## src/rtl/hazard_stall_ctrl_if.sv

```systemverilog
// Pipeline-side signals seen by the hazard/stall controller.
// The master side is the pipeline datapath; the slave side is the controller.
interface hazard_stall_ctrl_if #(
   parameter int unsigned REG_ADDR_W = 5,
   parameter int unsigned PERF_W     = 16
);
   logic                  id_valid;
   logic [REG_ADDR_W-1:0] id_rs;
   logic [REG_ADDR_W-1:0] id_rt;
   logic                  id_uses_rt;
   logic                  id_is_branch;
   logic                  branch_taken;
   logic                  jump;
   logic [REG_ADDR_W-1:0] ex_dest;
   logic                  ex_wb_en;
   logic                  ex_mem_read;
   logic [REG_ADDR_W-1:0] mem_dest;
   logic                  mem_wb_en;
   logic                  mem_mem_read;
   logic                  mem_busy;
   logic                  perf_clr;
   logic                  pc_write;
   logic                  ifid_write;
   logic                  hazard_detected;
   logic                  ifid_flush;
   logic                  pipe_freeze;
   logic [1:0]            state;
   logic [PERF_W-1:0]     stall_count;

   modport master (
      output id_valid, id_rs, id_rt, id_uses_rt, id_is_branch, branch_taken, jump,
             ex_dest, ex_wb_en, ex_mem_read, mem_dest, mem_wb_en, mem_mem_read,
             mem_busy, perf_clr,
      input  pc_write, ifid_write, hazard_detected, ifid_flush, pipe_freeze,
             state, stall_count
   );

   modport slave (
      input  id_valid, id_rs, id_rt, id_uses_rt, id_is_branch, branch_taken, jump,
             ex_dest, ex_wb_en, ex_mem_read, mem_dest, mem_wb_en, mem_mem_read,
             mem_busy, perf_clr,
      output pc_write, ifid_write, hazard_detected, ifid_flush, pipe_freeze,
             state, stall_count
   );
endinterface

```

## src/rtl/hazard_stall_ctrl.sv

```systemverilog
// Data-hazard stall controller for a 5-stage pipeline with branches resolved in ID.
// Pipeline controls are combinational; state and the stall counter are registered.
module hazard_stall_ctrl #(
   parameter int unsigned REG_ADDR_W = 5,
   parameter int unsigned PERF_W     = 16
) (
   input  logic               clk,
   input  logic               rst,
   hazard_stall_ctrl_if.slave bus
);
   localparam int unsigned CNT_W = 2;
   localparam int unsigned N_W   = 2;

   typedef enum logic [1:0] {
      RUN   = 2'b00,
      STALL = 2'b01
   } state_t;

   state_t            state_q;
   state_t            state_d;
   logic [CNT_W-1:0]  cnt_q;
   logic [CNT_W-1:0]  cnt_d;
   logic [PERF_W-1:0] perf_q;

   logic           ex_match;
   logic           mem_match;
   logic [N_W-1:0] need;

   logic pc_write;
   logic ifid_write;
   logic hazard_detected;
   logic ifid_flush;
   logic pipe_freeze;

   // Producer matches; register 0 is hardwired and never a dependency
   always_comb begin
      ex_match  = bus.ex_wb_en && (bus.ex_dest != REG_ADDR_W'(0)) &&
                  ((bus.ex_dest == bus.id_rs) || (bus.id_uses_rt && (bus.ex_dest == bus.id_rt)));
      mem_match = bus.mem_wb_en && (bus.mem_dest != REG_ADDR_W'(0)) &&
                  ((bus.mem_dest == bus.id_rs) || (bus.id_uses_rt && (bus.mem_dest == bus.id_rt)));
   end

   // Bubble count still owed by the ID instruction
   always_comb begin
      need = N_W'(0);
      if (bus.id_valid) begin
         if (bus.id_is_branch) begin
            if (ex_match && bus.ex_mem_read)         need = N_W'(2);
            else if (ex_match)                        need = N_W'(1);
            else if (mem_match && bus.mem_mem_read)   need = N_W'(1);
         end else if (ex_match && bus.ex_mem_read) begin
            need = N_W'(1);
         end
      end
   end

   // Next state and pipeline controls
   always_comb begin
      state_d         = state_q;
      cnt_d           = cnt_q;
      pc_write        = 1'b0;
      ifid_write      = 1'b0;
      hazard_detected = 1'b0;
      ifid_flush      = 1'b0;
      pipe_freeze     = 1'b0;
      if (!rst) begin
         hazard_detected = 1'b1;
         state_d         = RUN;
         cnt_d           = CNT_W'(0);
      end else if (bus.mem_busy) begin
         pipe_freeze = 1'b1;
      end else begin
         case (state_q)
            RUN: begin
               if (need == N_W'(0)) begin
                  pc_write   = 1'b1;
                  ifid_write = 1'b1;
                  ifid_flush = bus.id_valid && (bus.branch_taken || bus.jump);
               end else begin
                  hazard_detected = 1'b1;
                  if (need == N_W'(2)) begin
                     state_d = STALL;
                     cnt_d   = CNT_W'(1);
                  end
               end
            end
            STALL: begin
               hazard_detected = 1'b1;
               if (cnt_q <= CNT_W'(1)) begin
                  state_d = RUN;
                  cnt_d   = CNT_W'(0);
               end else begin
                  cnt_d = cnt_q - CNT_W'(1);
               end
            end
            default: begin
               state_d = RUN;
               cnt_d   = CNT_W'(0);
            end
         endcase
      end
   end

   always_ff @(posedge clk or negedge rst) begin
      if (!rst) begin
         state_q <= RUN;
         cnt_q   <= CNT_W'(0);
      end else begin
         state_q <= state_d;
         cnt_q   <= cnt_d;
      end
   end

   // Saturating bubble counter; clear has priority
   always_ff @(posedge clk or negedge rst) begin
      if (!rst) begin
         perf_q <= PERF_W'(0);
      end else if (bus.perf_clr) begin
         perf_q <= PERF_W'(0);
      end else if (hazard_detected && (perf_q != {PERF_W{1'b1}})) begin
         perf_q <= perf_q + PERF_W'(1);
      end
   end

   assign bus.pc_write        = pc_write;
   assign bus.ifid_write      = ifid_write;
   assign bus.hazard_detected = hazard_detected;
   assign bus.ifid_flush      = ifid_flush;
   assign bus.pipe_freeze     = pipe_freeze;
   assign bus.state           = 2'(state_q);
   assign bus.stall_count     = perf_q;
endmodule

```

## src/flat_wrapper.sv

```systemverilog
// flat-port wrapper written by rule: the top's interface ports become plain ports
module hazard_stall_ctrl_flat 
#(
   parameter int unsigned REG_ADDR_W = 5,
   parameter int unsigned PERF_W     = 16
)
  (clk, rst, bus_id_valid, bus_id_rs, bus_id_rt, bus_id_uses_rt, bus_id_is_branch, bus_branch_taken, bus_jump, bus_ex_dest, bus_ex_wb_en, bus_ex_mem_read, bus_mem_dest, bus_mem_wb_en, bus_mem_mem_read, bus_mem_busy, bus_perf_clr, bus_pc_write, bus_ifid_write, bus_hazard_detected, bus_ifid_flush, bus_pipe_freeze, bus_state, bus_stall_count);
  hazard_stall_ctrl_if #(.REG_ADDR_W(REG_ADDR_W), .PERF_W(PERF_W)) bus_i ();
  input  logic clk;
  input  logic rst;
  input wire logic [$bits(bus_i.id_valid)-1:0] bus_id_valid;
  input wire logic [$bits(bus_i.id_rs)-1:0] bus_id_rs;
  input wire logic [$bits(bus_i.id_rt)-1:0] bus_id_rt;
  input wire logic [$bits(bus_i.id_uses_rt)-1:0] bus_id_uses_rt;
  input wire logic [$bits(bus_i.id_is_branch)-1:0] bus_id_is_branch;
  input wire logic [$bits(bus_i.branch_taken)-1:0] bus_branch_taken;
  input wire logic [$bits(bus_i.jump)-1:0] bus_jump;
  input wire logic [$bits(bus_i.ex_dest)-1:0] bus_ex_dest;
  input wire logic [$bits(bus_i.ex_wb_en)-1:0] bus_ex_wb_en;
  input wire logic [$bits(bus_i.ex_mem_read)-1:0] bus_ex_mem_read;
  input wire logic [$bits(bus_i.mem_dest)-1:0] bus_mem_dest;
  input wire logic [$bits(bus_i.mem_wb_en)-1:0] bus_mem_wb_en;
  input wire logic [$bits(bus_i.mem_mem_read)-1:0] bus_mem_mem_read;
  input wire logic [$bits(bus_i.mem_busy)-1:0] bus_mem_busy;
  input wire logic [$bits(bus_i.perf_clr)-1:0] bus_perf_clr;
  output wire logic [$bits(bus_i.pc_write)-1:0] bus_pc_write;
  output wire logic [$bits(bus_i.ifid_write)-1:0] bus_ifid_write;
  output wire logic [$bits(bus_i.hazard_detected)-1:0] bus_hazard_detected;
  output wire logic [$bits(bus_i.ifid_flush)-1:0] bus_ifid_flush;
  output wire logic [$bits(bus_i.pipe_freeze)-1:0] bus_pipe_freeze;
  output wire logic [$bits(bus_i.state)-1:0] bus_state;
  output wire logic [$bits(bus_i.stall_count)-1:0] bus_stall_count;
  assign bus_i.id_valid = bus_id_valid;
  assign bus_i.id_rs = bus_id_rs;
  assign bus_i.id_rt = bus_id_rt;
  assign bus_i.id_uses_rt = bus_id_uses_rt;
  assign bus_i.id_is_branch = bus_id_is_branch;
  assign bus_i.branch_taken = bus_branch_taken;
  assign bus_i.jump = bus_jump;
  assign bus_i.ex_dest = bus_ex_dest;
  assign bus_i.ex_wb_en = bus_ex_wb_en;
  assign bus_i.ex_mem_read = bus_ex_mem_read;
  assign bus_i.mem_dest = bus_mem_dest;
  assign bus_i.mem_wb_en = bus_mem_wb_en;
  assign bus_i.mem_mem_read = bus_mem_mem_read;
  assign bus_i.mem_busy = bus_mem_busy;
  assign bus_i.perf_clr = bus_perf_clr;
  assign bus_pc_write = bus_i.pc_write;
  assign bus_ifid_write = bus_i.ifid_write;
  assign bus_hazard_detected = bus_i.hazard_detected;
  assign bus_ifid_flush = bus_i.ifid_flush;
  assign bus_pipe_freeze = bus_i.pipe_freeze;
  assign bus_state = bus_i.state;
  assign bus_stall_count = bus_i.stall_count;
  hazard_stall_ctrl #(.REG_ADDR_W(REG_ADDR_W), .PERF_W(PERF_W)) u_core (.clk(clk), .rst(rst), .bus(bus_i));
endmodule
```

## config.mk

```make
export PLATFORM = sky130hd
export DESIGN_NAME = hazard_stall_ctrl_flat
export DESIGN_NICKNAME = d
export VERILOG_FILES = /design/src/rtl/hazard_stall_ctrl_if.sv /design/src/rtl/hazard_stall_ctrl.sv /design/src/flat_wrapper.sv
export SDC_FILE = /design/constraint.sdc
export NUM_CORES = 1
export LEC_CHECK = 0
export ABC_AREA = 1
export BUFFER_PORTS_ARGS = -buffer_cell sky130_fd_sc_hd__clkbuf_2
export CORE_MARGIN = 1
export CORE_UTILIZATION = 40
export CTS_BUF_LIST = sky130_fd_sc_hd__clkbuf_16
export DETAILED_ROUTE_END_ITERATION = 8
export GPL_TIMING_DRIVEN = 0
export HOLD_SLACK_MARGIN = 0.05
export MAX_ROUTING_LAYER = met4
export PLACE_DENSITY = 0.66
export SETUP_SLACK_MARGIN = 0.3
export SYNTH_ARGS = -nofsm -noshare
export SYNTH_HDL_FRONTEND = slang
export SYNTH_SLANG_ARGS = --single-unit
```

## constraint.sdc

```tcl
create_clock -name clk -period 3.4 [get_ports clk]
set_input_delay 0.17 -clock clk [delete_from_list [all_inputs] [get_ports clk]]
set_output_delay 0.17 -clock clk [all_outputs]
set_load 0.01 [all_outputs]
```

### Yosys cells after proc, flatten, opt, wreduce, memory -nomap -nowiden

Cells that the tools add are included.

* register bits after elaboration: 20
* output and inout bits: 23
* logic and storage cells: 69

* add/subtract/negate cells: 2
* magnitude comparators: 1
* equality and inequality tests: 11
* muxes and demuxes: 32
* reductions and logical operators: 20

Operators with widths (count)
* $mux W16: 2
* $mux W2: 12
* $eq A5 B5 Y1: 4
* $add A16 B1 Y16 const B: 1
* $ne A16 B16 Y1 const B: 1
* $mux W1: 15
* $logic_and A1 B1 Y1: 10
* $reduce_bool A5 Y1: 2
* $pmux W2 S2: 2
* $ne A3 B2 Y1 const B: 2
* $logic_not A2 Y1: 2
* $reduce_and A4 Y1: 1
* $logic_or A1 B1 Y1: 3
* $ne A3 B3 Y1 const B: 1
* $reduce_and A3 Y1: 1
* $eq A2 B1 Y1 const B: 1
* $eq A2 B2 Y1 const B: 1
* $le A2 B1 Y1 const B: 1
* $ne A2 B2 Y1 const B: 1
* $pmux W1 S2: 1
* $reduce_bool A2 Y1: 1
* $sub A2 B1 Y2 const B: 1

### Depth between registers and ports, before layout

* depth after elaboration: 18
* gate-level depth with buffers: 15
* depth with buffers taken out: 14

### Worst setup path before layout

Ideal clock, no wire load.

* kind: register to register
* start: reg u_core.perf_q[0] (netlist: u_core.bus.stall_count[0])
* end: reg u_core.perf_q[10] (netlist: u_core.bus.stall_count[10])
* setup time: 117 ps
* arrival time: 1714 ps
* required time: 3283 ps
* setup slack: 1570 ps
* stages on the path, launching flop included: 11
* path buffers: 1
* path through: dfrtp_1 -> ha_1 -> and3_4 -> nand4_4 -> nor3_4 -> nand3_2 -> nand3_4 -> nand2_4 -> buf_6 -> nand2_1 -> nand2_1

* longest elaborated chain between the ends: 3
* elaborated cells between the ends (all ways): 6

Ends and longest elaborated chain
* start, declared: RTL line hazard_stall_ctrl.sv:23 `logic [PERF_W-1:0] perf_q;`
* start signal, assigned: RTL line hazard_stall_ctrl.sv:121 `perf_q <= perf_q + PERF_W'(1);`
* $add A16 B1 Y16 / $ne A16 B16 Y1 (equally long branches): RTL line hazard_stall_ctrl.sv:121, hazard_stall_ctrl.sv:120
* $mux W16 / $logic_and A1 B1 Y1 (equally long branches): RTL line hazard_stall_ctrl.sv:120 `end else if (hazard_detected && (perf_q != {PERF_W{1'b1}})) begin`
* $mux W16 / $reduce_bool A2 Y1 (equally long branches)

Several ways; a longest one is shown, not always the timed one. The select of a mux whose other input is x is not followed.
A chain may end at the register's enable or synchronous reset.

### Final worst setup path

* start: in rst
* end: out bus_pc_write

* longest elaborated chain between the ends: 1

Ends and longest elaborated chain
* start, declared: RTL line flat_wrapper.sv:10 `input logic rst;`
* $mux W1: RTL line hazard_stall_ctrl.sv:66 `if (!rst) begin`
* end, declared: RTL line flat_wrapper.sv:26 `output wire logic [$bits(bus_i.pc_write)-1:0] bus_pc_write;`

No other way between the ends.

==> results.rst <==
.. list-table::
   :header-rows: 1

   * - Metric
     - Value
   * - Outcome
     - completed
   * - Maximum operating frequency
     - 434 MHz
   * - Antenna fix cells
     - 0
   * - Combined area of all synthesized cells
     - 1670 sq um
   * - Crit path launch
     - rst
   * - Kind of end point of the critical path
     - output port
   * - Count of filler cells inserted in the layout
     - 438
   * - Max cap viols
     - 0
   * - Highest-count cells in the layout ignoring fill and taps
     - nand2_1 (106), clkbuf_2 (53), nor2_1 (37), inv_1 (30), nand3_1 (25)
   * - Parity-gate share of the synthesized area counting xor and xnor cells
     - 8.39%
   * - Maximum VDD drop
     - 222 uV
   * - TritonCTS Buffers
     - 3
   * - Distinct cells, synth
     - 28
   * - Number of vias in the routed layout
     - 1820
   * - Setup slack of the most critical reg-to-reg path
     - 1.38 ns
   * - Hold slack final
     - 0.339 ns
   * - Relative slew slack
     - 62.8%
   * - Clock tree from TritonCTS
     - built
   * - Yosys top cell by area
     - dfrtp_1
   * - Area of the multi-input gates
     - 1030 sq um
   * - Share of power burned in combinational logic
     - 22.5%
   * - Width of the die
     - 66.6 microns
   * - Clock net sink count
     - 19
   * - Final non-filler cell total
     - 378
   * - Ys flop type
     - dfrtp_1
   * - Final weighted congestion in routability-driven placement
     - 0.868
   * - Fraction of the mapped netlist area in simple logic gates
     - 49.0%
   * - Most common cell after layout, fill and taps aside
     - nand2_1
   * - Top-area cell type share of the netlist area
     - 28.5%
   * - Clock network power share
     - 38.0%
   * - Top-level port count
     - 56
   * - CP Data Required Time
     - 3.23 ns
   * - WL per Instance
     - 10.8 microns
   * - Synth Area in Adders
     - 0.749%
   * - Switching share of total power
     - 29.4%
   * - Overall Global Routing Usage
     - 20.6%
   * - Via count of the first global-routing pass
     - 1590
   * - Routed vias/inst
     - 4.81
   * - Worst Path Class, Setup
     - in -> out
   * - Clock Tree Buf Depth
     - 2
   * - Path class of the lowest-slack min-delay path
     - in -> reg
   * - Largest net degree at the start of global routing
     - 25
   * - Global-route wire length before repair
     - 6860 microns
   * - Proportion of layout cells with a drive suffix above 1
     - 20.7%
   * - Seq cells post-synth
     - 19
   * - Power per Cell Area
     - 305 nW/um^2
   * - Initial Util
     - 41.8%
   * - Half-perimeter wire length after placement
     - 3210 microns
   * - Unrepaired setup endpoints after global routing
     - false
   * - Share of synthesized registers carrying an async set or reset
     - 100%
   * - Global route overflow
     - 0
   * - Total nets after synthesis
     - 304
   * - Sequential cell area fraction in the yosys report
     - 28.5%
   * - Later-pin clock latency in the skew report
     - 0.25 ns
   * - Share of cell area taken by muxes after synthesis
     - 0%
   * - WP data arrival
     - 2.13 ns
   * - Setup Viol. Count Final
     - 0
   * - Leakage component of the power
     - 1.23 nW
   * - Final setup margin
     - 1.10 ns
   * - Deepest level of the CTS H-tree
     - 1
   * - Largest family of logic cells by synthesized area
     - simple AND/OR/NAND/NOR gates
   * - Reg-to-Reg Start
     - u_core.bus.stall_count[0]$_DFFE_PN0P_
   * - Setup fix buffers added after clock tree synthesis
     - 0
   * - Worst reg-to-reg path cell count
     - 10
   * - Summed negative setup slack over all endpoints
     - 0 ns
   * - Die Area
     - 4440 sq um
   * - Row count
     - 23
   * - Post-synth EDFFs
     - 0
   * - Reg area
     - 475 sq um
   * - Compound-gate portion of the synthesized area
     - 3.30%
   * - Total net switching power
     - 0.000187 W
   * - Number of buffers added on ports
     - 53
   * - Placed cell count
     - 373
   * - Nets@finish
     - 363
   * - Clk slew on worst S/H paths
     - 0.05 ns
   * - Root Buffer Master
     - clkbuf_16
   * - CTS-repair resized insts
     - 0
   * - Antenna Nets Post-Route
     - 0
   * - Pin slew with the least headroom to its limit
     - 0.557 ns
   * - Placeable core area
     - 4000 sq um
   * - Wirelength, routed
     - 4070 microns
   * - End point of the critical path
     - bus_pc_write
   * - Mean area per synthesized cell
     - 6.19 sq um
   * - Synth top area cells
     - dfrtp_1 (28%), nand2_1 (24%), nor2_1 (8.3%)
   * - Drt drc
     - 0
   * - Setup clock skew after layout
     - 0.00188 ns
   * - TritonRoute pass-1 iters
     - 4
   * - Launch instance of the worst min-delay path
     - bus_mem_busy
   * - Area delta synth->final
     - 24.9%
   * - Worst R2R End
     - u_core.bus.stall_count[12]$_DFFE_PN0P_
   * - Sequential group share of total power
     - 39.5%
   * - Number of design-rule violations left by the first detailed-router iteration
     - 71
   * - Highest net fanout along the worst path
     - 24
   * - Minimum clock period after layout
     - 2.30 ns
   * - Final Max Slew Viols
     - 0
   * - Number of antenna violations at the first check in global routing
     - 0
   * - Placement-stage worst setup slack
     - 1.38 ns
   * - Internal Pwr Total
     - 0.000449 W
   * - Count of mapped cells out of synthesis
     - 270
   * - Die boundary height
     - 66.6 microns
   * - Startpoint type of the worst setup path
     - primary input
   * - Portion of the clock cycle consumed by the worst path in the final layout
     - 67.7%
   * - Count of warnings emitted by yosys
     - 0
   * - Number of endpoints with negative hold slack in the final report
     - 0
-- synth_stat cells, drive strengths merged (3+ instances only) --
cell      n
nor4      3
inv      30
nand3    27
nor2     37
nand2   107
xnor2     8
dfrtp    19
clkbuf    3
xor2      8
o21ai     6
nand4     8
buf       4
-- power groups by stage --
stage / Clock [W] / Combinational, W / Sequential [W]
2_1_floorplan: 0 / 0.0000827 / 0.000254
3_3_place_gp: 0 / 0.000142 / 0.000255
3_5_place_dp: 0 / 0.000143 / 0.000255
4_1_cts: 0.000249 / 0.000145 / 0.000252
5_1_grt: 0.000256 / 0.000165 / 0.000253
6_report: 0.000242 / 0.000143 / 0.000251
-- how the worst min path moves through the flow --
| stage | to | slack (ns) | cells after the start |
|---|---|---|---|
| 2_1_floorplan | u_core.bus.stall_count[0]$_DFFE_PN0P_ | -0.13 | 0 |
| 3_3_place_gp | u_core.cnt_q[0]$_DFFE_PN0P_ | 0.19 | 1 |
| 3_5_place_dp | u_core.bus.stall_count[12]$_DFFE_PN0P_ | 0.19 | 1 |
| 4_1_cts | u_core.bus.state[0]$_DFFE_PN0P_ | 0.34 | 3 |
| 5_1_grt | u_core.bus.state[0]$_DFFE_PN0P_ | 0.38 | 3 |
| 6_report | u_core.bus.state[0]$_DFFE_PN0P_ | 0.34 | 3 |
-- per-layer routing --
metal | share of wire [%] | track usage [%] | wire, microns | up-vias
met5 | 0 | - | 0 | -
met3 | 5.8 | 3.60 | 238 | 2
met2 | 45 | 34.1 | 1840 | 53
li1 | - | - | - | 961
met1 | 48 | 26.0 | 1970 | 804
met4 | 0.69 | 4.79 | 28 | 0
-- cell type report --
cell class / instances / share of cell area, %
multi-input cells: 213 / 49.3
flip-flops and latches: 19 / 22.8
repair buffers: 54 / 13.2
inverters: 31 / 5.58
clock buffers: 3 / 3.60
well taps: 50 / 3.00
plain buffers: 7 / 2.34
clock inverters: 1 / 0.180
-- state kept, by name (all words and copies together), names as in the netlist --
signal	flops
u_core.bus.state	1
u_core.bus.stall_count	16
u_core.cnt_q	2
-- critical path: stages --
cell,delay [ns]
dlygate4sd3_1,0.52
clkbuf_2,0.46
inv_1,0.08
nor2_1,0.16
nand2_1,0.14
or2_2,0.31
inv_1,0.08
buf_4,0.10
clkbuf_2,0.11
-- cell families after synthesis --
group,Yosys count
and+or+nand+nor,185
buffers and inverters,38
DFF,19
xor gates and xnor gates,16
AOI/OAI and AO/OA,10
adders and majority gates,1
other,1
-- per-stage QoR --
step	area (sq um)	utilization [%]	power, W
after global placement	2000	50.0	0.000397
after global routing	2090	52.2	0.000674
after detailed placement	2000	50.0	0.000399
after CTS	2090	52.2	0.000645
final	2090	52.2	0.000636
after floorplan	1670	-	0.000337
-- timing repair --
action,4_1_cts,5_1_grt
hold endpoints to repair,19,0
hold buffers,1,0
endpoints found under the setup margin,0,0
Power figures use the tool's default switching activity.
